[config.mk]
export PLATFORM = sky130hd
export DESIGN_NAME = fetch_prefetch_queue
export DESIGN_NICKNAME = d
export VERILOG_FILES = /design/src/rtl/fetch_prefetch_queue.sv
export SDC_FILE = /design/constraint.sdc
export NUM_CORES = 1
export LEC_CHECK = 0
export CAP_MARGIN = 20
export CORE_UTILIZATION = 56
export CTS_CLUSTER_SIZE = 25
export DETAILED_ROUTE_END_ITERATION = 8
export GPL_ROUTABILITY_DRIVEN = 0
export PLACE_DENSITY = 0.79
export SYNTH_ARGS = -nofsm -noshare
export SYNTH_HDL_FRONTEND = slang
export SYNTH_SLANG_ARGS = --single-unit
[constraint.sdc]
create_clock -name clk -period 3.5 [get_ports clk]
set_input_delay 0.525 -clock clk [delete_from_list [all_inputs] [get_ports clk]]
set_output_delay 0.525 -clock clk [all_outputs]
set_load 0.01 [all_outputs]
[src/rtl/fetch_prefetch_queue.sv]
// Instruction-fetch front end: owns the fetch PC, issues single-outstanding imem reads
// and queues {pc, instr} pairs for decode; redirects flush the queue and restart fetch.
module fetch_prefetch_queue #(
  parameter int DEPTH   = 4,
  parameter int PC_W    = 8,
  parameter int INSTR_W = 16
) (
  input  logic                     clk,
  input  logic                     rst_n,
  input  logic                     redirect,
  input  logic [PC_W-1:0]          redirect_pc,
  output logic                     imem_req,
  output logic [PC_W-1:0]          imem_addr,
  input  logic                     imem_ack,
  input  logic [INSTR_W-1:0]       imem_data,
  output logic                     out_valid,
  input  logic                     out_ready,
  output logic [INSTR_W-1:0]       out_instr,
  output logic [PC_W-1:0]          out_pc,
  output logic [$clog2(DEPTH):0]   count
);

  localparam int PTR_W = $clog2(DEPTH);
  localparam int CNT_W = PTR_W + 1;

  typedef enum logic [1:0] {
    S_IDLE = 2'd0,
    S_WAIT = 2'd1,
    S_DROP = 2'd2
  } state_t;

  state_t              state_r, state_s;
  logic [PC_W-1:0]     fetch_pc_r, fetch_pc_s;
  logic                imem_req_r, imem_req_s;
  logic [PC_W-1:0]     imem_addr_r, imem_addr_s;
  logic [PTR_W-1:0]    wr_ptr_r, rd_ptr_r;
  logic [CNT_W-1:0]    count_r;
  logic [PC_W-1:0]     pc_mem_r    [DEPTH];
  logic [INSTR_W-1:0]  instr_mem_r [DEPTH];
  logic                push_s, pop_s, flush_s;

  assign imem_req  = imem_req_r;
  assign imem_addr = imem_addr_r;
  assign out_valid = (count_r != {CNT_W{1'b0}});
  assign out_instr = instr_mem_r[rd_ptr_r];
  assign out_pc    = pc_mem_r[rd_ptr_r];
  assign count     = count_r;

  // Fetch FSM next state, request control and queue push/pop/flush decode
  always_comb begin
    state_s     = state_r;
    fetch_pc_s  = fetch_pc_r;
    imem_req_s  = imem_req_r;
    imem_addr_s = imem_addr_r;
    push_s      = 1'b0;
    pop_s       = 1'b0;
    flush_s     = 1'b0;
    if (redirect) begin
      flush_s    = 1'b1;
      fetch_pc_s = redirect_pc;
      case (state_r)
        S_IDLE: state_s = S_IDLE;
        // An in-flight request cannot be withdrawn; its data is dropped on return.
        S_WAIT, S_DROP: begin
          if (imem_ack) begin
            state_s    = S_IDLE;
            imem_req_s = 1'b0;
          end else begin
            state_s    = S_DROP;
          end
        end
        default: begin
          state_s    = S_IDLE;
          imem_req_s = 1'b0;
        end
      endcase
    end else begin
      pop_s = out_valid && out_ready;
      case (state_r)
        S_IDLE: begin
          if (count_r < CNT_W'(DEPTH)) begin
            imem_req_s  = 1'b1;
            imem_addr_s = fetch_pc_r;
            state_s     = S_WAIT;
          end else begin
            state_s     = S_IDLE;
          end
        end
        S_WAIT: begin
          if (imem_ack) begin
            push_s     = 1'b1;
            fetch_pc_s = imem_addr_r + PC_W'(1);
            imem_req_s = 1'b0;
            state_s    = S_IDLE;
          end else begin
            state_s    = S_WAIT;
          end
        end
        S_DROP: begin
          if (imem_ack) begin
            imem_req_s = 1'b0;
            state_s    = S_IDLE;
          end else begin
            state_s    = S_DROP;
          end
        end
        default: begin
          state_s    = S_IDLE;
          imem_req_s = 1'b0;
        end
      endcase
    end
  end

  // State, request registers and FIFO storage/pointers
  always_ff @(posedge clk) begin
    if (!rst_n) begin
      state_r     <= S_IDLE;
      fetch_pc_r  <= {PC_W{1'b0}};
      imem_req_r  <= 1'b0;
      imem_addr_r <= {PC_W{1'b0}};
      wr_ptr_r    <= {PTR_W{1'b0}};
      rd_ptr_r    <= {PTR_W{1'b0}};
      count_r     <= {CNT_W{1'b0}};
      for (int i = 0; i < DEPTH; i++) begin
        pc_mem_r[i]    <= {PC_W{1'b0}};
        instr_mem_r[i] <= {INSTR_W{1'b0}};
      end
    end else begin
      state_r     <= state_s;
      fetch_pc_r  <= fetch_pc_s;
      imem_req_r  <= imem_req_s;
      imem_addr_r <= imem_addr_s;
      if (flush_s) begin
        wr_ptr_r <= {PTR_W{1'b0}};
        rd_ptr_r <= {PTR_W{1'b0}};
        count_r  <= {CNT_W{1'b0}};
      end else begin
        if (push_s) begin
          pc_mem_r[wr_ptr_r]    <= imem_addr_r;
          instr_mem_r[wr_ptr_r] <= imem_data;
          wr_ptr_r              <= wr_ptr_r + PTR_W'(1);
        end
        if (pop_s) begin
          rd_ptr_r <= rd_ptr_r + PTR_W'(1);
        end
        case ({push_s, pop_s})
          2'b10:   count_r <= count_r + CNT_W'(1);
          2'b01:   count_r <= count_r - CNT_W'(1);
          default: count_r <= count_r;
        endcase
      end
    end
  end

endmodule
Word-level counts from Yosys, hierarchy flattened
Memory sizes are Yosys's and may differ from the RTL's. A register that Yosys moved wholly into a read port is not among the register bits.
Cells that the tools add are included.
{"block": "classes", "n_mux": 35, "eq_ne": 6, "addsub": 5, "n_lt_le_gt_ge": 1, "bitwise_logic": 2, "n_reduce_logical": 13}
{"operator": "two-way mux 8 bit", "count": 4}
{"operator": "two-way mux 2 bit", "count": 9}
{"operator": "two-way mux 1 bit", "count": 17}
{"operator": "two-way mux 16 bit", "count": 1}
{"operator": "OR reduction 16 bit", "count": 1}
{"operator": "adder 8 x 1 -> 8 bit, second input constant", "count": 1}
{"operator": "OR reduction 8 bit", "count": 1}
{"operator": "one-hot mux 2 bit (3 select lines)", "count": 1}
{"operator": "one-hot mux 3 bit (2 select lines)", "count": 1}
{"operator": "nonzero test 2 bit", "count": 3}
{"operator": "adder 2 x 1 -> 2 bit, second input constant", "count": 2}
{"operator": "equality test 2 x 1 -> 1 bit, second input constant", "count": 2}
{"operator": "equality test 2 bit, second input constant", "count": 2}
{"operator": "inequality test 2 bit, second input constant", "count": 2}
{"operator": "one-hot mux 1 bit (2 select lines)", "count": 2}
{"operator": "AND reduction 2 bit", "count": 2}
{"operator": "OR reduction 2 bit", "count": 2}
{"operator": "adder 3 x 1 -> 3 bit, second input constant", "count": 1}
{"operator": "less-than comparator 3 bit, second input constant", "count": 1}
{"operator": "AND reduction 3 bit", "count": 1}
{"operator": "nonzero test 3 bit", "count": 1}
{"operator": "subtractor 3 x 1 -> 3 bit, second input constant", "count": 1}
{"operator": "zero test 2 bit", "count": 1}
{"operator": "NOT 1 bit", "count": 2}
{"operator": "logical AND 1 bit", "count": 1}
{"block": "totals", "inputBits": 29, "memories": 2, "word_cells": 71, "regBits": 26, "ram_bits": 96}
{"name": "instr_mem_r", "depth": 4, "word_bits": 16, "rd": 1, "rd_clocked_by_memory_dff": 1, "write_ports": 4, "line": "39", "rtl": "logic [INSTR_W-1:0] instr_mem_r [DEPTH];"}
{"name": "pc_mem_r", "depth": 4, "word_bits": 8, "rd": 1, "rd_clocked_by_memory_dff": 1, "write_ports": 4, "line": "38", "rtl": "logic [PC_W-1:0] pc_mem_r [DEPTH];"}

Depth between registers and ports, before layout
Gate-level depths: netlist (run 1).
{"block": "depth", "depth_word": 9, "mapped_depth": 10, "depth_no_buf": 10}

Least setup slack after synthesis (run 1)
Ideal clock, no wire load.
{"block": "synth_timing", "kind": "register -> register", "start": "reg state_r[1]", "end": "mem instr_mem_r[2][0] (enable)", "stages_incl_launch_ff": 6, "t_required_ps": 3062, "arrival_ps": 2629, "n_path_buf": 0, "period_less_slack_ps": 3067, "setup_slack_ps": 433, "path_cell_list": "dfxtp_1 -> inv_1 -> ha_1 -> and3b_1 -> inv_1 -> o21ai_0"}
{"item": "from (decl)", "line": "32", "rtl": "state_t state_r, state_s;"}
{"item": "from (signal assigned)", "line": "130", "rtl": "state_r <= state_s;"}
{"item": "to (decl)", "line": "39"}

==> impl_results.rst, run 1 <==
.. list-table::
   :header-rows: 1

   * - Metric
     - Value
   * - Max-capacitance violation count
     - 0
   * - Routed wire length
     - 11.2 mm
   * - Horiz. Die Dim
     - 101 um
   * - Floorplan Core Area
     - 9370 um^2
   * - Post-synthesis cell area
     - 5520 um^2
   * - Result of the run
     - complete, no violations
   * - Register cell area after layout
     - 3440 um^2
   * - Area taken by multi-input logic gates
     - 1940 um^2
   * - Highest clock rate
     - 363 MHz
   * - Critical Path End Type
     - primary output
   * - Count of flip-flops with a built-in enable after synthesis
     - 96
   * - Number of cells traversed by the worst hold path
     - 2
   * - R2r endpoint
     - count[2]
   * - Pin count of the biggest net entering global routing
     - 25
   * - Data arrival, critical path
     - 2.23 ns
   * - Number of I/O pins
     - 66
   * - Synthesized area divided by synthesized cell count
     - 14.0 um^2
   * - Longest individual stage delay on the worst path
     - 0.58 ns
   * - Proportion of power drawn by combinational gates
     - 5.4%
   * - Highest-delay cell along the critical path
     - sky130_fd_sc_hd__mux4_2
   * - 1st-pass router iterations
     - 5
   * - Synth async-reset ratio
     - 0%
   * - Post-CTS Repair Setup Buffers
     - 0
   * - Seq pwr share
     - 45.9%
   * - DIE AREA
     - 10300 um^2
   * - Number of vias per cell after detailed routing
     - 5.56
   * - Residual DRC count
     - 0
   * - Seq cells post-synth
     - 124
   * - Final ANT Viol Nets
     - 0
   * - Initial DRC count
     - 138
   * - Clock edge transition at the registers on the reported setup and hold paths
     - 0.06 ns
   * - Number of gates resized after CTS
     - 0
   * - Buf/Inv on CP
     - 2
   * - Vert. Die Dim
     - 101 um
   * - Share of final-layout standard cells stronger than drive strength 1
     - 15.5%
   * - Detail-routed net length per standard cell
     - 18.2 um
   * - Layout filler cell count
     - 630
   * - Utilization after layout
     - 74.0%
   * - Slew at the pin closest to its max-slew limit
     - 0.553 ns
   * - Diodes inserted
     - 0
   * - Worst max-slew margin expressed relative to the limit
     - 63.1%
   * - Sum of negative setup slack
     - 0 ns
   * - Number of I/O port buffers
     - 65
   * - Synthesized netlist net count
     - 431
   * - TritonCTS buffer count
     - 17
   * - GRT Residual Overflow
     - 0
   * - CP Max Fanout
     - 14
   * - Hold violation count in the final report
     - 0
   * - CP Launch Type
     - flip-flop
   * - Cts-stage hold buffer count
     - 0
   * - Portion of the post-synthesis area used by sequential elements
     - 62.4%
   * - Unrepaired setup endpoints after global routing
     - false
   * - Worst reg2reg startpoint
     - state_r[1]
   * - R2R Setup Slk
     - 1.13 ns
   * - Initial core utilization
     - 58.9%
   * - Number of H-tree levels
     - 4
   * - Power density of the placed cells
     - 522 nW/um^2
   * - Min-Delay Path Class
     - flip-flop to flip-flop
   * - Buffer depth of the longest clock path
     - 2
   * - Clock power share
     - 48.7%
   * - Worst hold endpoint
     - imem_addr[1]
   * - Count of cells along the worst register-to-register path
     - 10
   * - Critical path, cell by cell
     - buf_4 -> mux4_2 -> clkdlybuf4s50_1
   * - Critical path's top delay family
     - buffers and inverters
   * - Yosys warns
     - 0
   * - Period Utilization, post-route
     - 78.7%
   * - Minimum clock period after layout
     - 2.75 ns
   * - Standard-cell rows
     - 35
   * - Routed via count
     - 3411
   * - Initial antenna violation count
     - 0
   * - TritonCTS clock tree
     - built
   * - Net total in the final layout
     - 507
   * - P_int
     - 0.00288 W
   * - Via count of the first global-routing pass
     - 3544
   * - Clock tree root driver cell
     - sky130_fd_sc_hd__clkbuf_8
   * - Setup violators final
     - 0
   * - Max Transition Viols Final
     - 0
   * - Crit Path Class
     - flip-flop to primary output
   * - Most frequent cells in the layout
     - sky130_fd_sc_hd__and2_1 (96), sky130_fd_sc_hd__edfxtp_1 (96), sky130_fd_sc_hd__clkdlybuf4s50_1 (65)
   * - Worst Clk Skew
     - 0.00595 ns
   * - Synthesized netlist cell count
     - 395
   * - Growth of design area from synthesis to finish
     - 25.6%
   * - Switching share of power
     - 20.3%
   * - Half-perimeter wire length after placement
     - 6.67 mm
   * - Number of sinks driven by the clock tree
     - 124
   * - Required time at the endpoint of the critical path
     - 2.97 ns
   * - First-pass GRT wire length
     - 18.1 mm
   * - Clock latency at the later pin of the worst-skew pair
     - 0.51 ns
   * - Most frequently used flop master after synthesis
     - sky130_fd_sc_hd__edfxtp_1
   * - Total GRT Usage
     - 24.4%
   * - Worst VDD drop
     - 0.275 mV
   * - Number of distinct library cell variants in the gate-level netlist after synthesis
     - 43
   * - Start point of the worst hold path
     - fetch_pc_r[1]
   * - Net switching component of the power
     - 0.000733 W
   * - Static leakage power
     - 2.51 nW
[power by group through the flow]
stage          registers (W)  logic (W)  clock network [W]
2_1_floorplan        0.00168  0.0000926                  0
3_3_place_gp         0.00169   0.000191                  0
3_5_place_dp         0.00169   0.000195                  0
4_1_cts              0.00166   0.000197            0.00177
5_1_grt              0.00166   0.000212            0.00184
6_report             0.00166   0.000195            0.00176
[flip-flops by register name (all words and copies together), names as in the netlist, named ones only]
register     count
count            3
imem_req         1
wr_ptr_r         2
fetch_pc_r       8
rd_ptr_r         2
state_r          2
imem_addr        8
instr_mem_r     64
pc_mem_r        32
[worst min-delay path, cell delays in order, from the launching register on]
cell and delay (ns):
sky130_fd_sc_hd__dfxtp_1 0.32, sky130_fd_sc_hd__mux2i_1 0.07, sky130_fd_sc_hd__nor2_1 0.07
[stage by stage]
stage / std cells / total power, W / instance area, um^2 / hold WS [ns] / setup WS, ns
2_1_floorplan: 395 / 0.00178 / 5520 / 0.464 / 0.433
3_3_place_gp: 581 / 0.00188 / 6330 / 0.480 / 0.832
3_5_place_dp: 581 / 0.00188 / 6330 / 0.486 / 0.725
4_1_cts: 613 / 0.00363 / 6930 / 0.507 / 0.692
5_1_grt: 613 / 0.00372 / 6930 / 0.524 / 0.651
6_report: 613 / 0.00362 / 6930 / 0.504 / 0.746
[final cells by class]
cell class	instances	share of cell area, %
Inverter	8	0.433
Clock buffer	19	6.08
Multi-Input combinational cell	241	28.0
Tap cell	129	2.33
Timing Repair Buffer	79	10.9
Clock inverter	13	2.51
Sequential cell	124	49.7
[per-layer routing]
layer / GRT usage [%] / share of wire [%] / vias up
li1: - / - / 1579
met4: 10.4 / 1.7 / 0
met2: 42.8 / 54 / 117
met3: 5.80 / 5.6 / 21
met5: 0 / 0 / -
met1: 28.9 / 38 / 1694
[cells by family (layout without fill, tap and decap cells)]
family                   Yosys count  count (layout)  share of synthesized area (%)
flip-flops                       124             124                           62.4
multiplexers                      32              32                           11.2
adder cells (fa/ha/maj)            7               7                           1.72
XOR/XNOR                           9               9                           1.43
buffers and inverters             30             119                           2.47
AND/OR/NAND/NOR                  166             166                           17.6
AO/OA/AOI/OAI                     27              27                           3.11
[worst max path at each step]
| stage | startpoint | end | slack [ns] | cells past startpoint |
|---|---|---|---|---|
| floorplan | state_r[1] | instr_mem_r[2][0] | 0.43 | 5 |
| global placement | redirect | count[2] | 0.83 | 9 |
| detailed placement | imem_ack | count[2] | 0.73 | 9 |
| CTS | flip-flop | out_instr[1] | 0.69 | 3 |
| global route | flip-flop | out_instr[1] | 0.65 | 3 |
| finish | flip-flop | out_instr[1] | 0.75 | 3 |
[synth_stat cells, drive strengths merged, types with 2 or more instances]
library cell   n  share of area (%)
nor3           4               0.57
xnor2          6               0.95
mux4          24                9.8
edfxtp        96                 52
o21a           2               0.27
mux2i          8                1.5
a221o          2               0.36
nand2b         6               0.68
nor2          25                1.8
ha             6                1.4
o21ai          7               0.63
clkbuf        10               0.68
o31ai          2               0.27
xor2           3               0.48
a211oi         2               0.27
buf           12                1.2
and3b          2               0.32
nor3b          2               0.48
nand3          6               0.54
a21oi          8               0.73
dfxtp         28                 10
inv            8               0.54
nand2         15                1.1
and2          96                 11
or3            3               0.34
No activity file was read; power rests on OpenSTA's default activity.
==> inputs of run 2 (changes only) <==
--- a/config.mk
+++ b/config.mk
@@ -6,11 +6,11 @@
 export NUM_CORES = 1
 export LEC_CHECK = 0
 export CAP_MARGIN = 20
-export CORE_UTILIZATION = 56
+export CORE_UTILIZATION = 50
 export CTS_CLUSTER_SIZE = 25
 export DETAILED_ROUTE_END_ITERATION = 8
 export GPL_ROUTABILITY_DRIVEN = 0
-export PLACE_DENSITY = 0.79
+export PLACE_DENSITY = 0.75
 export SYNTH_ARGS = -nofsm -noshare
 export SYNTH_HDL_FRONTEND = slang
 export SYNTH_SLANG_ARGS = --single-unit
==> constraint.sdc (replaced) <==
create_clock -name clk -period 2.5 [get_ports clk]
set_input_delay 0.375 -clock clk [delete_from_list [all_inputs] [get_ports clk]]
set_output_delay 0.375 -clock clk [all_outputs]
set_load 0.01 [all_outputs]
==> run 2 against run 1 <==
Net effect: combinational power up 42%; die area up 12%; power up 37%; sequential cell count is the same; non-clock buffer count up 5; utilization is 7.2 points lower; hold slack worse by 0.088 ns; setup slack got worse by 0.58 ns; global-route usage shrank 2.3 points; highest routed layer unchanged.
==> impl_results.rst, run 2 (synthesis gave the netlist of run 1 again) <==
.. list-table::
   :header-rows: 1

   * - Metric
     - Value
   * - Pin count of the biggest net entering global routing
     - 25 (unchanged)
   * - Hold violation count in the final report
     - 0 (unchanged)
   * - Sum of negative setup slack
     - 0 ns (unchanged)
   * - First-pass GRT wire length
     - 18.5 mm (+1.8%)
   * - Number of I/O pins
     - 66 (unchanged)
   * - Slew at the pin closest to its max-slew limit
     - 0.889 ns (+0.337 ns)
   * - Period Utilization, post-route
     - 93.2%
   * - Highest clock rate
     - 429 MHz
   * - Top Registers
     - instr_mem_r: 64 flops, pc_mem_r: 32 flops
   * - Start point of the worst hold path
     - redirect_pc[1]
   * - Clock tree root driver cell
     - sky130_fd_sc_hd__clkbuf_8
   * - 1st-pass router iterations
     - 4 (-1)
   * - TritonCTS clock tree
     - built
   * - DIE AREA
     - 11500 um^2 (+12%)
   * - Buffer depth of the longest clock path
     - 2 (unchanged)
   * - Clock latency at the later pin of the worst-skew pair
     - 0.52 ns (about the same)
   * - Routed wire length
     - 11.3 mm (+1.3%)
   * - Final ANT Viol Nets
     - 0 (unchanged)
   * - Worst reg2reg startpoint
     - state_r[1]
   * - Detail-routed net length per standard cell
     - 18.1 um (-0.62%)
   * - Critical path, cell by cell
     - buf_12 -> mux4_2 -> dlygate4sd2_1
   * - Growth of design area from synthesis to finish
     - 27.2%
   * - Max FFs per register
     - 64 (unchanged)
   * - Initial antenna violation count
     - 0 (unchanged)
   * - Setup violators final
     - 0 (unchanged)
   * - Critical Path End Type
     - primary output
   * - Horiz. Die Dim
     - 107 um (+5.7%)
   * - Routed via count
     - 3374 (-1.1%)
   * - Worst hold endpoint
     - fetch_pc_r[1]
   * - Residual DRC count
     - 0 (unchanged)
   * - TritonCTS buffer count
     - 17 (unchanged)
   * - Minimum clock period after layout
     - 2.33 ns
   * - Worst max-slew margin expressed relative to the limit
     - 40.5% (-23 points)
   * - Highest-delay cell along the critical path
     - sky130_fd_sc_hd__mux4_2
   * - Result of the run
     - complete, no violations
   * - Min-Delay Path Class
     - primary input to flip-flop
   * - Power Total
     - 0.00495 W (+37%)
   * - Count of cells along the worst register-to-register path
     - 10 (unchanged)
   * - Max Transition Viols Final
     - 0 (unchanged)
   * - Unrepaired setup endpoints after global routing
     - false
   * - Most frequent cells in the layout
     - sky130_fd_sc_hd__and2_1 (96), sky130_fd_sc_hd__edfxtp_1 (96), sky130_fd_sc_hd__clkdlybuf4s50_1 (41)
   * - Top layer reached by signal wires
     - met4
   * - Cts-stage hold buffer count
     - 0 (unchanged)
   * - Static leakage power
     - 2.64 nW (+5.2%)
   * - Number of sinks driven by the clock tree
     - 124 (unchanged)
   * - Worst Clk Skew
     - 0.00795 ns (+0.00200 ns)
   * - Net total in the final layout
     - 512 (+0.99%)
   * - Total GRT Usage
     - 22.1% (-2.3 points)
   * - Diodes inserted
     - 0 (unchanged)
   * - Initial DRC count
     - 187 (+36%)
   * - Max-capacitance violation count
     - 0 (unchanged)
   * - R2R Setup Slk
     - 0.25 ns (-0.88 ns)
   * - Vert. Die Dim
     - 107 um (+5.7%)
   * - Number of H-tree levels
     - 4 (unchanged)
   * - Required time at the endpoint of the critical path
     - 2.12 ns (-0.85 ns)
   * - Number of cells traversed by the worst hold path
     - 3 (+1)
   * - Power density of the placed cells
     - 705 nW/um^2 (+35%)
   * - CP Max Fanout
     - 12 (-2)
   * - GRT Residual Overflow
     - 0 (unchanged)
   * - Via count of the first global-routing pass
     - 3605 (+1.7%)
   * - Sum of met2 wire segment lengths after detailed routing
     - 5.85 mm (-3.4%)
   * - CP Launch Type
     - flip-flop
   * - Reg with most FFs
     - instr_mem_r
   * - Number of vias per cell after detailed routing
     - 5.40 (-3.0%)
   * - WL met3
     - 516 um (-18%)
   * - Initial core utilization
     - 52.5% (-6.4 points)
   * - Utilization after layout
     - 66.8% (-7.2 points)
   * - Floorplan Core Area
     - 10500 um^2 (+12%)
   * - Data arrival, critical path
     - 1.96 ns (-0.27 ns)
   * - Worst VDD drop
     - 0.497 mV (+80%)
   * - Half-perimeter wire length after placement
     - 6.73 mm (+0.89%)
   * - Met1 Routed Length
     - 4.80 mm (+12%)
   * - Critical path's top delay family
     - multiplexers
   * - Buf/Inv on CP
     - 2 (unchanged)
   * - Standard-cell rows
     - 37 (+5.7%)
   * - Longest individual stage delay on the worst path
     - 0.55 ns (-0.03 ns)
   * - R2r endpoint
     - count[2]
   * - Share of final-layout standard cells stronger than drive strength 1
     - 16.4% (+0.86 points)
   * - Crit Path Class
     - flip-flop to primary output
   * - Number of I/O port buffers
     - 65 (unchanged)
   * - Clock edge transition at the registers on the reported setup and hold paths
     - 0.06 ns (about the same)
run 2: cell types whose count changed in the layout (fill, tap and decap cells not counted), moves of 3 or more:
cell / delta
sky130_fd_sc_hd__dlymetal6s2s_1: +3
sky130_fd_sc_hd__dlygate4sd2_1: +21
sky130_fd_sc_hd__clkdlybuf4s50_1: -24
sky130_fd_sc_hd__buf_12: +5
run 2: worst reg2reg max path, stage by stage, from the launching register on:
cell	delay, ns
sky130_fd_sc_hd__dfxtp_1	0.36
sky130_fd_sc_hd__inv_1	0.08
sky130_fd_sc_hd__ha_1	0.24
sky130_fd_sc_hd__and3b_1	0.22
sky130_fd_sc_hd__inv_1	0.07
sky130_fd_sc_hd__ha_1	0.18
sky130_fd_sc_hd__inv_1	0.06
sky130_fd_sc_hd__fa_1	0.37
sky130_fd_sc_hd__xor2_1	0.16
sky130_fd_sc_hd__or3_1	0.30
sky130_fd_sc_hd__a21oi_1	0.14
run 2: worst max path at each step:
| stage | start | endpoint | slack (ns) | depth (start not counted) |
|---|---|---|---|---|
| 2_1_floorplan | state_r[1] | instr_mem_r[2][0] | 0.08 | 5 |
| 3_3_place_gp | redirect | count[2] | 0.11 | 9 |
| 3_5_place_dp | redirect | count[2] | 0.01 | 9 |
| 4_1_cts | flip-flop | out_pc[5] | 0.003 | 3 |
| 5_1_grt | flip-flop | out_pc[1] | 0.11 | 3 |
| 6_report | flip-flop | out_pc[1] | 0.17 | 3 |
run 2: report_power, final:
| part | switching (W) | internal (W) |
|---|---|---|
| Clock | 0.000853 | 0.00150 |
| Sequential | 0.0000348 | 0.00229 |
| Combinational | 0.000135 | 0.000142 |
run 2: metrics by stage:
step | cell area, um^2 | setup slack, ns | cells | hold slack [ns]
after floorplan | 5520 | 0.0839 | 395 | 0.454
after global placement | 6440 | 0.108 | 592 | 0.470
after detailed placement | 6440 | 0.0106 | 592 | 0.490
after CTS | 7010 | 0.00270 | 625 | 0.394
after global routing | 7020 | 0.112 | 625 | 0.422
final | 7020 | 0.170 | 625 | 0.417
run 2: timing repair:
action                                  in CTS  in global routing
gates resized for setup                     23                  3
endpoints found under the hold margin        0                  0
setup buffers                                0                  0
cloned                                       1                  0
endpoints found under the setup margin      24                  3
run 2: layout make-up:
class	instances	area [um^2]
fillers	750	3490
clock buffers	18	418
well taps	136	170
inverters	8	30.0
repair buffers	84	857
multi-input cells	241	1940
clock inverters	14	153
flip-flops and latches	124	3450
run 2: layer usage:
| layer | vias to the layer above | GRT usage (%) |
|---|---|---|
| met4 | 0 | 8.12 |
| li1 | 1581 | - |
| met3 | 16 | 5.47 |
| met5 | - | 0 |
| met2 | 101 | 37.8 |
| met1 | 1676 | 27.1 |
